## config.mk

```make
export PLATFORM = sky130hd
export DESIGN_NAME = fetch_stage
export DESIGN_NICKNAME = d
export VERILOG_FILES = /design/src/rtl/fetch_stage.sv
export SDC_FILE = /design/constraint.sdc
export NUM_CORES = 1
export LEC_CHECK = 0
export CAP_MARGIN = 20
export CORE_AREA = 2 2 145 147
export CTS_CLUSTER_DIAMETER = 100
export DETAILED_ROUTE_END_ITERATION = 12
export DIE_AREA = 0 0 147 149
export PLACE_DENSITY = 0.68
export RECOVER_POWER = 100
export SLEW_MARGIN = 10
export SYNTH_ARGS = -nofsm -noshare
export SYNTH_HDL_FRONTEND = slang
export SYNTH_SLANG_ARGS = --single-unit
```

## constraint.sdc

```tcl
create_clock -name clk -period 4.72 [get_ports clk]
set_input_delay 0.472 -clock clk [delete_from_list [all_inputs] [get_ports clk]]
set_output_delay 0.472 -clock clk [all_outputs]
set_load 0.05 [all_outputs]
```

## src/rtl/fetch_stage.sv

```systemverilog
// Fetch stage of the 3-stage pipeline.
// Owns the PC, issues one instruction-memory request at a time and fills the
// F/DE pipeline register. It handles downstream stall, redirects from execute,
// discarding of stale responses and insertion of NOP bubbles.
module fetch_stage #(
    parameter logic [31:0] RESET_PC  = 32'h0000_0000,
    parameter logic [31:0] NOP_INSTR = 32'h0000_0013
) (
    input  logic        clk,
    input  logic        rst,
    input  logic        stall,
    input  logic        br_taken,
    input  logic [31:0] br_target,
    output logic        imem_req,
    output logic [31:0] imem_addr,
    input  logic        imem_ready,
    input  logic        imem_rvalid,
    input  logic [31:0] imem_rdata,
    output logic [31:0] IR_F_DE,
    output logic [31:0] PC_F_DE,
    output logic        valid_F_DE
);

    // REQ: may issue a fetch; WAIT: one request outstanding;
    // HOLD: response parked because decode was stalled when it arrived.
    typedef enum logic [1:0] {
        S_REQ  = 2'd0,
        S_WAIT = 2'd1,
        S_HOLD = 2'd2
    } state_t;

    state_t      state_q,   state_d;
    logic [31:0] pc_q,      pc_d;
    logic [31:0] req_pc_q,  req_pc_d;
    logic        discard_q, discard_d;
    logic [31:0] hold_ir_q, hold_ir_d;
    logic [31:0] hold_pc_q, hold_pc_d;
    logic [31:0] ir_q,      ir_d;
    logic [31:0] pc_de_q,   pc_de_d;
    logic        valid_q,   valid_d;

    logic        deliver_s;
    logic [31:0] deliver_ir_s;
    logic [31:0] deliver_pc_s;
    logic [31:0] br_aligned_s;

    // Redirect targets are always word aligned; the low two bits are masked off.
    assign br_aligned_s = br_target & 32'hFFFF_FFFC;

    // The fetch address is the PC itself; a request is only offered in REQ
    // and is suppressed while reset or a redirect is present this cycle.
    always_comb begin
        imem_addr = pc_q;
        if ((state_q == S_REQ) && !rst && !br_taken) begin
            imem_req = 1'b1;
        end else begin
            imem_req = 1'b0;
        end
    end

    assign IR_F_DE    = ir_q;
    assign PC_F_DE    = pc_de_q;
    assign valid_F_DE = valid_q;

    // Next-state logic: redirect first, then the normal REQ/WAIT/HOLD flow,
    // then the F/DE register update (deliver, bubble or hold).
    always_comb begin
        state_d      = state_q;
        pc_d         = pc_q;
        req_pc_d     = req_pc_q;
        discard_d    = discard_q;
        hold_ir_d    = hold_ir_q;
        hold_pc_d    = hold_pc_q;
        ir_d         = ir_q;
        pc_de_d      = pc_de_q;
        valid_d      = valid_q;
        deliver_s    = 1'b0;
        deliver_ir_s = 32'h0000_0000;
        deliver_pc_s = 32'h0000_0000;

        if (br_taken) begin
            pc_d    = br_aligned_s;
            ir_d    = NOP_INSTR;
            valid_d = 1'b0;
            case (state_q)
                S_REQ: begin
                    state_d = S_REQ;
                end
                S_WAIT: begin
                    if (imem_rvalid) begin
                        // The in-flight response arrives now: drop it on the spot.
                        state_d   = S_REQ;
                        discard_d = 1'b0;
                    end else begin
                        // Response still pending: remember to throw it away.
                        state_d   = S_WAIT;
                        discard_d = 1'b1;
                    end
                end
                S_HOLD: begin
                    state_d = S_REQ;
                end
                default: begin
                    state_d = S_REQ;
                end
            endcase
        end else begin
            case (state_q)
                S_REQ: begin
                    if (imem_ready) begin
                        req_pc_d = pc_q;
                        pc_d     = pc_q + 32'd4;
                        state_d  = S_WAIT;
                    end else begin
                        state_d = S_REQ;
                    end
                end
                S_WAIT: begin
                    if (imem_rvalid) begin
                        if (discard_q) begin
                            discard_d = 1'b0;
                            state_d   = S_REQ;
                        end else if (!stall) begin
                            deliver_s    = 1'b1;
                            deliver_ir_s = imem_rdata;
                            deliver_pc_s = req_pc_q;
                            state_d      = S_REQ;
                        end else begin
                            hold_ir_d = imem_rdata;
                            hold_pc_d = req_pc_q;
                            state_d   = S_HOLD;
                        end
                    end else begin
                        state_d = S_WAIT;
                    end
                end
                S_HOLD: begin
                    if (!stall) begin
                        deliver_s    = 1'b1;
                        deliver_ir_s = hold_ir_q;
                        deliver_pc_s = hold_pc_q;
                        state_d      = S_REQ;
                    end else begin
                        state_d = S_HOLD;
                    end
                end
                default: begin
                    state_d = S_REQ;
                end
            endcase

            if (deliver_s) begin
                ir_d    = deliver_ir_s;
                pc_de_d = deliver_pc_s;
                valid_d = 1'b1;
            end else if (!stall) begin
                // Nothing to hand over and decode is free: insert a bubble.
                ir_d    = NOP_INSTR;
                valid_d = 1'b0;
            end else begin
                // Decode is stalled: keep the F/DE register as it is.
                ir_d    = ir_q;
                valid_d = valid_q;
            end
        end
    end

    // State register with synchronous reset; reset also abandons any outstanding fetch.
    always_ff @(posedge clk) begin
        if (rst) begin
            state_q   <= S_REQ;
            pc_q      <= RESET_PC;
            req_pc_q  <= 32'h0000_0000;
            discard_q <= 1'b0;
            hold_ir_q <= 32'h0000_0000;
            hold_pc_q <= 32'h0000_0000;
            ir_q      <= NOP_INSTR;
            pc_de_q   <= 32'h0000_0000;
            valid_q   <= 1'b0;
        end else begin
            state_q   <= state_d;
            pc_q      <= pc_d;
            req_pc_q  <= req_pc_d;
            discard_q <= discard_d;
            hold_ir_q <= hold_ir_d;
            hold_pc_q <= hold_pc_d;
            ir_q      <= ir_d;
            pc_de_q   <= pc_de_d;
            valid_q   <= valid_d;
        end
    end

endmodule
```

# Word-level counts from Yosys, hierarchy flattened
# Cells that the tools add are included.
[word_totals]
elab_cells = 67
out_inout_bits = 98
register_bits = 196
input_bits = 70
[classes]
bitwise_logic = 2
muxes = 36
reduce_logical = 15
add_sub_neg = 1
eq_ne = 3
[op_table]
columns = ["operator", "count"]
rows = [
  ["32-bit 2-to-1 mux", 13],
  ["32-bit one-hot mux with 2 select lines", 2],
  ["32-bit by 3-bit adder with 32-bit output, second input constant", 1],
  ["1-bit 2-to-1 mux", 15],
  ["2-bit 2-to-1 mux", 4],
  ["2-bit AND reduction", 4],
  ["2-bit one-hot mux with 3 select lines", 1],
  ["2-bit nonzero test", 3],
  ["5-bit AND reduction", 1],
  ["3-bit AND reduction", 1],
  ["2-bit by 1-bit == test with 1-bit output, second input constant", 1],
  ["2-bit == test, second input constant", 1],
  ["1-bit logical AND", 2],
  ["1-bit zero test", 2],
  ["2-bit zero test", 1],
  ["2-bit by 1-bit != test with 1-bit output, second input constant", 1],
  ["1-bit NOT", 2],
  ["1-bit one-hot mux with 2 select lines", 1],
  ["2-bit OR reduction", 1],
]

# Depth between registers and ports, before layout
# Gate-level depths: netlist of the first run.
[depth]
word_depth = 6
mapped_depth = 9
mapped_depth_nobuf = 7

# Worst setup path after synthesis of the first run
# No wires, ideal clock.
[synth_timing]
path_kind = "register to register"
start = "register pc_q[19] (netlist: imem_addr[19])"
end = "register pc_q[29] (netlist: imem_addr[29])"
setup_slack_ns = 2.428
setup_ns = 0.120
t_required_ns = 4.600
path_stages_with_launch = 7
path_buffers = 1
synth_period_minus_slack_ns = 2.292
arrival_time_ns = 2.173
cell_sequence = "dfxtp_1 nand4_2 or4_1 buf_2 nor4_2 nor4b_1 a211o_1"
[synth_via]
elab_chain_cells = 4
[synth_lines]
columns = ["element", "line_no", "text"]
rows = [
  ["start: declaration", "33", "logic [31:0] pc_q, pc_d;"],
  ["start signal: assignment", "182", "pc_q <= pc_d;"],
  ["32-bit by 3-bit adder with 32-bit output", "112", "pc_d = pc_q + 32'd4;"],
  ["32-bit 2-to-1 mux", "110", "if (imem_ready) begin"],
  ["32-bit 2-to-1 mux", "108", "case (state_q)"],
  ["32-bit 2-to-1 mux", "81", "if (br_taken) begin"],
]
# No other way between the ends. The select of a mux whose other input is x is not followed.
# A chain may end at the register's enable or synchronous reset.

# Final worst setup path of the first run
[layout_timing]
start = "input port br_taken"
end = "register hold_pc_q[11]"
[layout_via]
elab_chain_cells = 2
[layout_lines]
columns = ["element", "line_no", "text"]
rows = [
  ["start: declaration", "12", "input logic br_taken,"],
  ["1-bit NOT (no source line)", "--", ""],
  ["5-bit AND reduction (no source line)", "--", ""],
  ["end signal: assignment", "186", "hold_pc_q <= hold_pc_d;"],
  ["end: declaration", "37", "logic [31:0] hold_pc_q, hold_pc_d;"],
]
# No other way between the ends.

==> metrics.md, run 1 <==
| Metric | Value |
|---|---|
| First-pass GRT wire length | `33,300 um` |
| Top cell type's share of synthesized area | `49.2%` |
| Worst IR Drop VDD | `0.204 mV` |
| EDFF count, synth | `0` |
| Initial Util | `37.2%` |
| RSZ-0062 raised after global routing | `false` |
| Leakage power | `3.41 nW` |
| Synth cell types | `40` |
| Postcts setup bufs | `0` |
| Seq cells post-synth | `188` |
| Final ANT Viol Nets | `0` |
| Cell Pwr Density | `329 mW/mm^2` |
| CTS max path bufs | `2` |
| CP cell instances | `dlygate4sd3_1, buf_4, inv_1, buf_4, and3_1, buf_4, nand2_1, a21oi_1` |
| Largest net degree at the start of global routing | `94` |
| Final Hold Viols | `0` |
| Mapped Cells | `931` |
| Final Skew | `0.0115 ns` |
| Synth warn | `0` |
| Most used cell, CP | `buf_4` |
| Clk_lat worst skew | `0.44 ns` |
| Clock sinks | `188` |
| CP Launch Type | `input pin` |
| Vias/cell | `5.16` |
| Die extent in x | `147 um` |
| Die Height | `149 um` |
| Final #Nets | `1,120` |
| PostCTS Resize Cnt | `0` |
| Area used by multi-input combinational logic | `0.00356 sq mm` |
| Port bufs | `161` |
| Iter 0 DRT Violations | `401` |
| Layout cell share with drive strength beyond 1 | `4.82%` |
| Root Buffer | `clkbuf_16` |
| Antenna diodes | `0` |
| Setup-failing EPs final | `0` |
| Register area share after synthesis | `49.2%` |
| Fillers | `1,962` |
| # DRC | `0` |
| Reg clk slew, reported paths | `0.07 ns` |
| Max-cap violation count | `3` |
| Top post-synthesis cells by area | `dfxtp_1, nand2_1, a21oi_1, a22oi_1, nor2_1` |
| TritonCTS buffer count | `17` |
| Vias after detailed routing | `6,878` |
| Gate power share | `9.3%` |
| Rel. slew slack | `-41.1%` |
| Req. time, crit path | `5.03 ns` |
| Final Cycle Share | `72.1%` |
| Syn_area_per_cell | `8.22 sq um` |
| Net switching power figure | `0.851 mW` |
| Post-synth top flop | `dfxtp_1` |
| Critical Path Fanout Max | `42` |
| Power share of the sequential group | `50.6%` |
| Slowest-stage cell, CP | `and3_1` |
| Final Max Slew Viols | `170` |
| Gp weighted congestion | `0.805` |
| TritonCTS clock tree | `yes` |
| Pwr Total | `3.27 mW` |
| Reg area | `0.00376 sq mm` |
| Failing checks | `max-capacitance violations, max-slew violations` |
| Final WL | `20,800 um` |
| GRT overflow | `0` |
| Mapped cell area | `0.00766 sq mm` |
| Status | `finished, violations left` |
| Most frequent cell after synthesis | `nand2_1` |
| Die area | `0.0219 sq mm` |
| IO Count | `168` |
| Flop2flop setup slack | `1.70 ns` |
| Crit path time final | `3.40 ns` |
| Initial antenna violation count | `0` |
| Dpl hpwl | `13,300 um` |
| Aggregate global-route resource usage | `18.9%` |
| # rows | `53` |
| Post-synth top area cell | `dfxtp_1` |
| Synth cell count leaders | `nand2_1, dfxtp_1, a21oi_1` |
| Switch share | `26.0%` |
| Peak Freq | `0.294 GHz` |
| H-tree depth | `4` |
| Worst Path Arrival | `3.72 ns` |
| Clock group share of total power | `40.1%` |
| DRT Pass-1 Iters | `5` |
| DR WL/cell | `15.6 um` |
| Element type at the critical path end | `register` |
| Core ar. | `0.0206 sq mm` |
| Slew @ Worst Pin | `2.12 ns` |
| Post-CTS Hold Buffers | `0` |
| Vias in the first global route | `6,358` |
| FFs w/ async S/R, synth | `0%` |
| Hold Crit Class | `reg -> reg` |
| Post-route setup TNS | `0 ns` |
| Critical path class | `in -> reg` |
| Pint | `2.42 mW` |
| Biggest cell delay along the critical path | `1.34 ns` |
| Area growth syn-to-layout | `29.9%` |
-- power by group through the flow --
stage	clock, mW	sequential (mW)	combinational, mW
floorplan	0	1.74	0.120
global placement	0	1.69	0.311
detailed placement	0	1.69	0.311
CTS	1.35	1.66	0.313
global route	1.41	1.66	0.326
finish	1.31	1.66	0.303
-- metrics by stage --
step	hold slack [ns]	util, %	area [sq um]	worst slack, ns	std cells
final	0.453	48.4	9940	1.32	1332
after global routing	0.470	48.4	9940	1.11	1332
after CTS	0.357	48.5	9970	1.87	1332
after detailed placement	0.446	45.9	9440	1.54	1301
after global placement	0.441	45.9	9440	1.60	1301
after floorplan	0.436	-	7670	2.43	934
-- flip-flops by register name, summed over array words and instances, names as in the netlist --
| name | cells |
|---|---|
| hold_pc_q | 30 |
| IR_F_DE | 32 |
| PC_F_DE | 30 |
| valid_F_DE | 1 |
| hold_ir_q | 32 |
| discard_q | 1 |
| imem_addr | 30 |
| req_pc_q | 30 |
| state_q | 2 |
-- metal layers --
layer / routed length (um) / global-route usage [%] / vias to the layer above
met2: 9940 / 32.3 / 199
li1: - / - / 3469
met5: 0 / 0 / -
met4: 262 / 5.67 / 0
met3: 1160 / 3.73 / 16
met1: 9420 / 24.3 / 3194
-- cell families after synthesis --
| family | after synthesis | share of synthesized area, % |
|---|---|---|
| simple gates | 365 | 20.3 |
| compound gates | 260 | 22.3 |
| flops | 188 | 49.2 |
| buf+inv | 89 | 4.69 |
| xor+xnor | 22 | 2.52 |
| fa+ha+maj | 5 | 0.817 |
| other cells | 1 | 0.0490 |
| mux | 1 | 0.131 |
-- cell type report --
class                      instances  share of cell area [%]
clock buffer                      19                    4.46
multi-input combinational        657                    35.8
clock inverter                    12                   0.894
timing repair buffer             175                    17.3
inverter                           6                   0.227
tap                              275                    3.46
sequential                       188                    37.9
-- final timing paths --
| path | from | end | depth (start not counted) |
|---|---|---|---|
| worst max-delay path | br_taken | hold_pc_q[11] | 8 |
| worst min register to register | hold_ir_q[25] | hold_ir_q[25] | 2 |
| worst max register to register | state_q[1] | hold_pc_q[11] | 8 |
| worst min-delay path | hold_ir_q[25] | hold_ir_q[25] | 2 |
-- cell usage in the layout (no fill, tap or decap), types with 5 or more instances in the layout --
cell type and instances:
a221oi_1 5, a22o_1 29, buf_4 11, xnor2_1 19
o21ai_0 11, a211oi_1 42, nand4_1 10, nor2_1 87
clkdlybuf4s50_1 64, inv_6 5, dfxtp_1 188, a311oi_1 5
nor3_1 8, a22oi_1 59, ha_1 5, and4_1 5
dlygate4sd3_1 96, a21oi_1 106, nand3_1 8, inv_1 6
or3_1 7, clkbuf_16 17, nand2_1 213
-- critical path, delay by kind of cell --
family,cells,cell delay [ns]
compound gates,1,0.17
simple gates,2,1.43
buf+inv,5,1.62
Power figures use the tool's default switching activity.
==> inputs of run 2 (changes only) <==
Settings changed: PLACE_DENSITY 0.68 to 0.71.
Clock period 4.72 ns to 2.8 ns, I/O delays scaled along.
==> run 2 against run 1 <==
  * The run now ends clean
  * Global-route usage rose by 0.22 points
  * Combinational power rose by 75%
  * Routed wire length rose by 0.21%
  * Cell area rose by 0.83%
  * Largest cell class unchanged
  * Final cell count grew 0.83%
  * Non-clock buffer count rose by 11
  * Register-to-register slack worse by 1.2 ns
  * Via count is 2.1% higher
  * Setup slack lost 0.90 ns
==> metrics.md, run 2 (same netlist as run 1, synthesis figures left out) <==
| Metric | Value |
|---|---|
| RSZ-0062 raised after global routing | `false` |
| Postcts setup bufs | `0 (unchanged)` |
| Vias after detailed routing | `7,021 (+2.1%)` |
| Worst Path Arrival | `2.74 ns (-0.98 ns)` |
| Slew @ Worst Pin | `1.29 ns (-0.823 ns)` |
| DR WL/cell | `15.5 um (-0.61%)` |
| Vias/cell | `5.23 (+1.2%)` |
| Commonest non-fill, non-tap cell in the layout | `nand2_1` |
| Most frequent cells in the layout | `nand2_1, dfxtp_1, a21oi_1` |
| Final Hold Viols | `0 (unchanged)` |
| Initial Util | `37.2% (unchanged)` |
| IO Count | `168 (unchanged)` |
| Met2 wire length | `9870 um (-0.62%)` |
| PostCTS Resize Cnt | `0 (unchanged)` |
| Post-CTS Hold Buffers | `0 (unchanged)` |
| CP Launch Type | `input pin` |
| Root Buffer | `clkbuf_16` |
| Vias in the first global route | `6,548 (+3.0%)` |
| Clk_lat worst skew | `0.43 ns (about the same)` |
| Req. time, crit path | `3.15 ns (-1.88 ns)` |
| CTS max path bufs | `2 (unchanged)` |
| Inst Count DP | `1,312 (+0.85%)` |
| Min-Delay Endpoint | `imem_addr[11]` |
| # rows | `53 (unchanged)` |
| Final Util | `48.8% (+0.40 points)` |
| Element type at the critical path end | `register` |
| First-pass GRT wire length | `33,600 um (+1.1%)` |
| Cell Pwr Density | `551 mW/mm^2 (+68%)` |
| Hold Crit Class | `in -> reg` |
| Place WS | `0.374 ns (-1.17 ns)` |
| TritonCTS clock tree | `yes` |
| Final Cycle Share | `85.3%` |
| H-tree depth | `4 (unchanged)` |
| Max-cap violation count | `0 (-3)` |
| Status | `completed` |
| Slack of the critical path | `0.412 ns (-0.904 ns)` |
| Cells on worst reg2reg path | `7 (-1)` |
| Setup-failing EPs final | `0 (unchanged)` |
| Leakage power | `3.47 nW (+1.7%)` |
| Die area | `0.0219 sq mm (unchanged)` |
| Core ar. | `0.0206 sq mm (unchanged)` |
| Area growth syn-to-layout | `30.9%` |
| Met3 WL | `1310 um (+13%)` |
| Cell count of the worst hold path | `2 (unchanged)` |
| GRT overflow | `0 (unchanged)` |
| Post-route setup TNS | `0 ns (unchanged)` |
| Worst IR Drop VDD | `0.371 mV (+82%)` |
| Iter 0 DRT Violations | `522 (+30%)` |
| Min-delay src | `rst` |
| Die extent in x | `147 um (unchanged)` |
| RR Startpoint | `state_q[0]` |
| Largest net degree at the start of global routing | `68 (-28%)` |
| Critical path class | `in -> reg` |
| Final ANT Viol Nets | `0 (unchanged)` |
| Peak Freq | `0.419 GHz` |
| Met1 WL | `9360 um (-0.69%)` |
| Flop2flop setup slack | `0.48 ns (-1.22 ns)` |
| Rel. slew slack | `13.8% (+55 points)` |
| DRT Pass-1 Iters | `5 (unchanged)` |
| Clock sinks | `188 (unchanged)` |
| Port bufs | `161 (unchanged)` |
| Final Max Slew Viols | `0 (-100%)` |
| # DRC | `0 (unchanged)` |
| Final #Nets | `1,131 (+0.98%)` |
| Layout cell share with drive strength beyond 1 | `5.52% (+0.70 points)` |
| TritonCTS buffer count | `17 (unchanged)` |
| Fillers | `1,987 (+1.3%)` |
| Initial antenna violation count | `0 (unchanged)` |
| Final Skew | `0.0124 ns (+0.000951 ns)` |
| Crit path time final | `2.39 ns` |
| Die Height | `149 um (unchanged)` |
| Top routing layer used | `met4` |
| Aggregate global-route resource usage | `19.1% (+0.22 points)` |
| Gp weighted congestion | `0.813 (+0.99%)` |
| Final non-filler cell total | `1,343 (+0.83%)` |
| Antenna diodes | `0 (unchanged)` |
| Reg-to-reg critical path endpoint | `req_pc_q[16]` |
| Hold slack | `0.287 ns (-0.166 ns)` |
| Final WL | `20,800 um (+0.21%)` |
| Reg clk slew, reported paths | `0.07 ns (about the same)` |
| Dpl hpwl | `13,700 um (+3.4%)` |
| Critical Path Fanout Max | `30 (-29%)` |
-- run 2: cell types whose count changed in the layout (fill, tap and decap cells not counted), sizes merged, moves of 2 or more --
| cell | change |
|---|---|
| clkinvlp | -2 |
| clkinv | +3 |
| inv | -5 |
| dlygate4sd3 | -2 |
| buf | +9 |
| clkbuf | +7 |
-- run 2: cell type report --
cell class	instances	area, sq um	share of cell area, %
Timing Repair Buffer	186	1800	18.0
Clock buffer	23	478	4.77
Multi-Input combinational cell	657	3550	35.4
Tap cell	275	344	3.43
Inverter	6	22.5	0.225
Clock inverter	8	63.8	0.637
Sequential cell	188	3760	37.5
-- run 2: report_power, final --
| group | switching (mW) | total [mW] | internal [mW] |
|---|---|---|---|
| Combinational | 0.330 | 0.529 | 0.199 |
| Clock | 1.00 | 2.21 | 1.21 |
| Sequential | 0.0616 | 2.78 | 2.72 |
| Total | 1.40 | 5.52 | 4.13 |
-- run 2: worst max-delay path by stage --
stage,startpoint,end,slack [ns],cells past startpoint
after floorplan,imem_addr[19],imem_addr[29],0.51,6
after global placement,stall,PC_F_DE[12],0.45,5
after detailed placement,imem_rvalid,PC_F_DE[4],0.37,5
after CTS,state_q[0],imem_addr[18],0.51,6
after global routing,br_taken,hold_pc_q[21],0.22,7
final,br_taken,hold_pc_q[11],0.41,7
-- run 2: layer usage --
metal / vias to the layer above / GRT usage, %
li1: 3498 / -
met1: 3272 / 24.7
met2: 231 / 32.2
met3: 20 / 4.07
met4: 0 / 6.11
met5: - / 0
-- run 2: stage by stage --
step                      power, mW  instance area (sq um)
after floorplan                3.14                   7670
final                          5.52                  10000
after CTS                      5.59                  10100
after global routing           5.75                  10000
after global placement         3.39                   9550
after detailed placement       3.39                   9550
-- run 2: worst max-delay path, stage by stage --
cell and delay, ns:
dlygate4sd3_1 0.67, inv_1 0.14, clkbuf_2 0.47, and3_2 0.29, clkbuf_2 0.58, nand2_1 0.13, a21oi_1 0.16
